`src/rtl/ps2_rx.sv`:
```
`timescale 1ns/1ps
// PS/2 keyboard receiver: synchronizes and filters kclk, deserializes 11-bit frames,
// folds F0/E0 prefixes into is_break/is_ext and flags parity/stop/timeout errors.
//
// state  | meaning
// IDLE   | waiting for a start bit (sampled 0)
// DATA   | shifting in 8 data bits, LSB first
// PARITY | capturing the odd-parity bit
// STOP   | checking stop bit and parity, then delivering or flagging
module ps2_rx #(
    parameter int FILTER_LEN  = 8,
    parameter int TIMEOUT_CYC = 50000
) (
    input  logic       clk,
    input  logic       rst,
    input  logic       kclk,
    input  logic       kdata,
    output logic [7:0] code,
    output logic       code_valid,
    output logic       is_break,
    output logic       is_ext,
    output logic       frame_err
);
    localparam int FW = $clog2(FILTER_LEN + 1);
    localparam int TW = $clog2(TIMEOUT_CYC + 1);

    typedef enum logic [1:0] {IDLE, DATA, PARITY, STOP} state_t;

    logic [1:0]    kclk_sync;
    logic [1:0]    kdata_sync;
    logic          kclk_filt;
    logic          kclk_filt_d;
    logic [FW-1:0] filt_cnt;
    logic          fall;
    logic          bit_in;

    state_t        state;
    logic [2:0]    bit_cnt;
    logic [7:0]    shreg;
    logic          parity;
    logic [TW-1:0] to_cnt;
    logic          break_pend;
    logic          ext_pend;
    logic          expire;

    assign fall   = kclk_filt_d & ~kclk_filt;
    assign bit_in = kdata_sync[1];
    // An edge arriving in the expiry cycle wins over the timeout.
    assign expire = (state != IDLE) && (to_cnt == TW'(TIMEOUT_CYC)) && !fall;

    // Idle-bus level is 1, so synchronizers and filter preset high.
    always_ff @(posedge clk) begin
        if (rst) begin
            kclk_sync   <= 2'b11;
            kdata_sync  <= 2'b11;
            kclk_filt   <= 1'b1;
            kclk_filt_d <= 1'b1;
            filt_cnt    <= '0;
        end else begin
            kclk_sync   <= {kclk_sync[0], kclk};
            kdata_sync  <= {kdata_sync[0], kdata};
            kclk_filt_d <= kclk_filt;
            if (kclk_sync[1] == kclk_filt) begin
                filt_cnt <= '0;
            end else if (filt_cnt == FW'(FILTER_LEN - 1)) begin
                kclk_filt <= kclk_sync[1];
                filt_cnt  <= '0;
            end else begin
                filt_cnt <= filt_cnt + 1'b1;
            end
        end
    end

    always_ff @(posedge clk) begin
        if (rst) begin
            state      <= IDLE;
            bit_cnt    <= '0;
            shreg      <= '0;
            parity     <= 1'b0;
            to_cnt     <= '0;
            break_pend <= 1'b0;
            ext_pend   <= 1'b0;
            code       <= 8'h00;
            code_valid <= 1'b0;
            is_break   <= 1'b0;
            is_ext     <= 1'b0;
            frame_err  <= 1'b0;
        end else begin
            code_valid <= 1'b0;
            frame_err  <= 1'b0;

            if (state == IDLE || fall)
                to_cnt <= '0;
            else if (to_cnt != TW'(TIMEOUT_CYC))
                to_cnt <= to_cnt + 1'b1;

            if (fall) begin
                case (state)
                    IDLE: begin
                        if (!bit_in) begin
                            state   <= DATA;
                            bit_cnt <= '0;
                        end
                    end
                    DATA: begin
                        shreg   <= {bit_in, shreg[7:1]};
                        bit_cnt <= bit_cnt + 1'b1;
                        if (bit_cnt == 3'd7)
                            state <= PARITY;
                    end
                    PARITY: begin
                        parity <= bit_in;
                        state  <= STOP;
                    end
                    STOP: begin
                        state <= IDLE;
                        if (bit_in && (^{shreg, parity})) begin
                            if (shreg == 8'hF0) begin
                                break_pend <= 1'b1;
                            end else if (shreg == 8'hE0) begin
                                ext_pend <= 1'b1;
                            end else begin
                                code       <= shreg;
                                is_break   <= break_pend;
                                is_ext     <= ext_pend;
                                code_valid <= 1'b1;
                                break_pend <= 1'b0;
                                ext_pend   <= 1'b0;
                            end
                        end else begin
                            frame_err <= 1'b1;
                        end
                    end
                    default: state <= IDLE;
                endcase
            end else if (expire) begin
                state     <= IDLE;
                frame_err <= 1'b1;
            end
        end
    end
endmodule

```
`config.mk`:
```
export PLATFORM = sky130hd
export DESIGN_NAME = ps2_rx
export DESIGN_NICKNAME = d
export VERILOG_FILES = /design/src/rtl/ps2_rx.sv
export SDC_FILE = /design/constraint.sdc
export NUM_CORES = 1
export LEC_CHECK = 0
export CORE_UTILIZATION = 50
export CTS_CLUSTER_DIAMETER = 30
export DETAILED_ROUTE_END_ITERATION = 16
export PLACE_DENSITY = 0.73
export SLEW_MARGIN = 20
export SYNTH_ARGS = -nofsm -noshare
export SYNTH_HDL_FRONTEND = slang
export SYNTH_SLANG_ARGS = --single-unit
```
`constraint.sdc`:
```
create_clock -name clk -period 1.89 [get_ports clk]
set_input_delay 0.378 -clock clk [delete_from_list [all_inputs] [get_ports clk]]
set_output_delay 0.378 -clock clk [all_outputs]
set_load 0.01 [all_outputs]
```
==> Yosys cells after proc, flatten, opt, wreduce, memory -nomap -nowiden <==
Index checks and enable logic that the tools add are counted.
{ "word_totals": {"reg_bits": 54, "latchBits": 0, "mem_bits_rw": 0, "romBits": 0, "inputBits": 4, "output_inout_bits": 12, "wordCells": 78, "n_memories": 0} }
{ "classes": {"add_sub_neg": 3, "n_mul": 0, "div": 0, "magnitude_cmp": 0, "n_eq_ne": 14, "n_shift": 0, "muxes": 15, "bitwise_logic": 8, "n_reduce_logical": 21} }
{ "op_table": {"columns": ["operator", "count"], "rows": [
  ["$add 16x1->16 const B", 1],
  ["$eq 16x16->1 const B", 1],
  ["$eq 8x8->1 const B", 2],
  ["$ne 16x16->1 const B", 1],
  ["$reduce_xor 9->1", 1],
  ["$mux 1", 8],
  ["$mux 2", 4],
  ["$pmux 2 s4", 1],
  ["$reduce_and 4->1", 2],
  ["$not 1->1", 7],
  ["$ne 3x3->1 const B", 2],
  ["$pmux 3 s2", 1],
  ["$reduce_and 2->1", 3],
  ["$reduce_and 3->1", 2],
  ["$reduce_bool 2->1", 3],
  ["$reduce_and 5->1", 1],
  ["$reduce_or 5->1", 1],
  ["$add 4x1->4 const B", 1],
  ["$eq 2x2->1 const B", 2],
  ["$eq 4x3->1 const B", 1],
  ["$ne 2x2->1 const B", 2],
  ["$add 3x1->3 const B", 1],
  ["$eq 3x3->1 const B", 1],
  ["$logic_and 1x1->1", 3],
  ["other kinds (9)", 9]
]} }

==> Depth between registers and ports, before layout <==
{ "logic_depth": {"ltp_word": 6, "ltp_mapped": 8, "ltp_nobuf": 7} }

==> Worst setup path after synthesis <==
OpenSTA, ideal clock, no wires.
{ "synth_timing": {"path_type": "flip-flop to flip-flop", "from": "reg shreg[2]", "to": "reg break_pend", "setup_ns": 0.073, "arrival_ns": 1.670, "required_ns": 1.817, "setup_slack_ns": 0.147, "path_stages_with_launch": 7, "n_path_buf": 1, "synth_period_minus_slack_ns": 1.743, "path_cell_list": "dfxtp_1 > xnor3_1 > xnor3_2 > mux2i_1 > or2_4 > buf_6 > nor3_2"} }
{ "synth_via": {"elab_chain_cells": 3, "elab_cells_between_ends": 7, "classes_between": "3 x eq/ne; 1 x mux; 3 x reduce/logical"} }
{ "synth_lines": {"columns": ["element", "line_no", "source"], "rows": [
  ["start, declared", "39", "logic [7:0] shreg;"],
  ["start signal, assigned", "106", "shreg <= {bit_in, shreg[7:1]};"],
  ["$eq 8x8->1, or another cell as far along", "118", "if (shreg == 8'hF0) begin"],
  ["$ne 2x2->1 (no line) / $logic_and 1x1->1 (equally long branches)", null, null],
  ["$reduce_and 4->1 (no line)", null, null],
  ["end signal, assigned", "81", "break_pend <= 1'b0;"],
  ["end signal, assigned", "119", "break_pend <= 1'b1;"],
  ["end signal, assigned", "127", "break_pend <= 1'b0;"],
  ["end, declared", "42", "logic break_pend;"]
]} }
Several ways; a longest one is shown, not always the timed one.
A chain may end at the register's enable or synchronous reset.

==> Final worst setup path <==
{ "layout_timing": {"from": "reg shreg[2]", "to": "reg code_valid"} }
{ "layout_via": {"elab_chain_cells": 4, "elab_cells_between_ends": 7, "classes_between": "2 x eq/ne; 1 x mux; 1 x bitwise; 3 x reduce/logical"} }
{ "layout_lines": {"columns": ["element", "line_no", "source"], "rows": [
  ["$reduce_xor 9->1", "117", "if (bit_in && (^{shreg, parity})) begin"],
  ["$logic_and 1x1->1", "117", null],
  ["$not 1->1 (no line)", null, null],
  ["$reduce_or 5->1 (no line)", null, null],
  ["end signal, assigned", "84", "code_valid <= 1'b0;"],
  ["end signal, assigned", "89", "code_valid <= 1'b0;"],
  ["end signal, assigned", "126", "code_valid <= 1'b1;"],
  ["end, declared", "19", "output logic code_valid,"]
]} }
Several ways; a longest one is shown, not always the timed one.

==> impl_metrics.json <==
{
  "status": "finished clean",
  "ys_seq_area_share_pct": 44.28,
  "clkTransAtPathRegs_ns": 0.10,
  "synth_ff_type": "dfxtp_1",
  "synth_cell_types": 41,
  "synth_seq_cells": 54,
  "antenna_found_initial": 0,
  "regArea_sq_um": 1081,
  "multi_input_area_sq_um": 1276,
  "wl_met1_microns": 2084,
  "setup_viol": 0,
  "core_area_sq_um": 4723,
  "finalNonFillerCells": 358,
  "ios": 16,
  "diodes": 0,
  "startpoint": "shreg[2]",
  "max_slew_margin_pct": 65.03,
  "dp_cells": 350,
  "cp_max_fo": 12,
  "met2_length_microns": 1805,
  "synth_top_area_cell": "dfxtp_1",
  "clock_skew_ns": 0.007729,
  "worst_slew_pin_slew_ns": 0.5246,
  "fp-row-count": 25,
  "fin_util_pct": 59.74,
  "first_global_vias": 1604,
  "dr.pass1.iters": 4,
  "grt-ovfl-total": 0,
  "clock_path_buffers": 2,
  "fin_ws_ns": 0.1080,
  "power.leakage_nw": 1.063,
  "yosys_warnings": 0,
  "initial_core_util_pct": 51.68,
  "die_x_microns": 71.87,
  "finalSetupTns_ns": 0,
  "ant_nets": 0,
  "finalHoldViolCount": 0,
  "start_kind": "flip-flop",
  "placed_area_sq_um": 2704,
  "synthesis.nets": 282,
  "end_kind": "flip-flop",
  "grt_max_degree": 26,
  "powerDensity_nw_per_um2": 685.0,
  "fillers": 420,
  "place_ws_ns": 0.1358,
  "dieHeight_microns": 71.87,
  "vias": 1809,
  "wl_met3_microns": 103,
  "rsz0062_at_grt": "no",
  "syn_avg_cell_area_sq_um": 9.075,
  "synth-edff-count": 0,
  "die_area_sq_um": 5165,
  "cp.arrival_ns": 1.99,
  "nNetsFinal": 303,
  "areaGrowthSynthToFinish_pct": 15.58,
  "maxCapViolations": 0,
  "grt_pass1_wl_microns": 6872,
  "root_buffer": "clkbuf_8",
  "period_needed_ns": 1.782,
  "stdcell_area_sq_um": 2821,
  "path_class": "flip-flop to flip-flop",
  "synth_common_cells": "dfxtp_1 (54), nor2_1 (34), mux2i_1 (13), xnor2_1 (13), nand2b_1 (12)",
  "hp-class": "flip-flop to flip-flop",
  "synth.area.top_cells": "dfxtp_1 (44%), mux2i_1 (5.3%), nor2_1 (5.2%)",
  "worstHoldStart": "kdata_sync[0]",
  "final_max_slew_viol_count": 0,
  "post-dp-hpwl_microns": 2891,
  "max-vdd-ir-drop_uv": 405.6,
  "synthCells": 269,
  "cts_buffers": 5,
  "synth_top_cell_area_share_pct": 44.28,
  "wl_microns": 4060,
  "drtIter0Drc": 69,
  "drt-vias-per-instance": 5.053,
  "clock_latency_ns": 0.30,
  "reg2reg_from": "shreg[2]",
  "finalCritPeriodShare_pct": 94.28,
  "grt_usage_pct": 16.86,
  "cts_htree_levels": 2,
  "syn_area_sq_um": 2441,
  "synth_most_common_cell": "dfxtp_1",
  "synthArstFlopShare_pct": 0,
  "drive_above_1_share_pct": 9.966,
  "gp_congestion": 0.7766,
  "max_freq_mhz": 561.2,
  "cts_tree": "yes",
  "drc_errors": 0,
  "dr.max_layer_used": "met4",
  "cp.required_ns": 2.10,
  "cts_num_sinks": 54,
  "wl_per_cell_microns": 11.34,
  "io_buffer_count": 15
}
## per-stage QoR
stage / total power [mW] / hold slack (ns)
floorplan: 1.191 / 0.3895
global placement: 1.203 / 0.3912
detailed placement: 1.204 / 0.3937
CTS: 1.959 / 0.4168
global route: 2.005 / 0.4433
finish: 1.933 / 0.4146
## cell families after synthesis
| kind of cell | share of synthesized area [%] |
|---|---|
| flops | 44.29 |
| mux | 5.330 |
| xor+xnor | 8.713 |
| compound gates | 8.252 |
| simple gates | 25.07 |
| fa+ha+maj | 4.613 |
| buf+inv | 3.741 |
## area by class of cell
| cell class | instances | share of cell area (%) |
|---|---|---|
| clock buffers | 6 | 2.572 |
| clock inverters | 2 | 1.330 |
| inverters | 10 | 1.330 |
| multi-input cells | 193 | 45.23 |
| flip-flops and latches | 54 | 38.31 |
| well taps | 67 | 2.971 |
| repair buffers | 26 | 8.248 |
## worst max-delay path: stages, from the launching register on
cell and delay, ns:
dfxtp_1 0.34, xnor3_1 0.40, xnor3_2 0.30, mux2i_2 0.18
or2_4 0.32, nor2b_1 0.14
## path summary, 6_finish.rpt
kind	slack (ns)	cells after the start	endpoint
worst max register to register	0.11	5	code_valid
worst min register to register	0.41	1	kdata_sync[1]
worst min-delay path	0.41	1	kdata_sync[1]
worst max-delay path	0.11	5	code_valid
## cells in the final DEF (no fill, tap or decap), drive strengths merged, types with 2 or more instances in the layout
cell           netlist  routed
a21oi                7       7
a22oi                2       2
a31oi                2       2
and3                 2       2
buf                  3      11
clkbuf               9       6
clkdlybuf4s50        0      15
dfxtp               54      54
ha                   9       9
inv                 10      10
mux2i               13      13
nand2               11      11
nand2b              12      12
nand3                8       8
nand3b               5       5
nand4                5       5
nor2                34      34
nor2b               10      10
nor3                10      10
nor4b                2       2
o21ai               21      21
or2                  6       6
or3                  3       3
xnor2               13      13
xnor3                2       2
xor2                 6       6
## flip-flops by register name (all words and copies together) (netlist names), 2 cells and up
| name | flops |
|---|---|
| bit_cnt | 3 |
| kclk_sync | 2 |
| state | 2 |
| code | 8 |
| kdata_sync | 2 |
| filt_cnt | 4 |
| to_cnt | 16 |
| shreg | 8 |
## power breakdown
part	internal (mW)	total [mW]	switching, mW
Combinational	0.0157	0.0325	0.0168
Clock	0.395	0.756	0.361
Sequential	1.14	1.14	0.00273
## per-layer routing
| metal | vias to the layer above | track usage, % |
|---|---|---|
| li1 | 948 | - |
| met1 | 839 | 21.52 |
| met2 | 16 | 27.15 |
| met3 | 6 | 4.219 |
| met4 | 0 | 7.190 |
| met5 | - | 0 |
## timing repair
item,in CTS,in global routing
setup endpoints to repair,0,1
gates resized for setup,0,2
hold buffers,0,0
endpoints found under the hold margin,0,0
buffers inserted,0,0
Note: power is estimated with default switching activity, not from simulation.
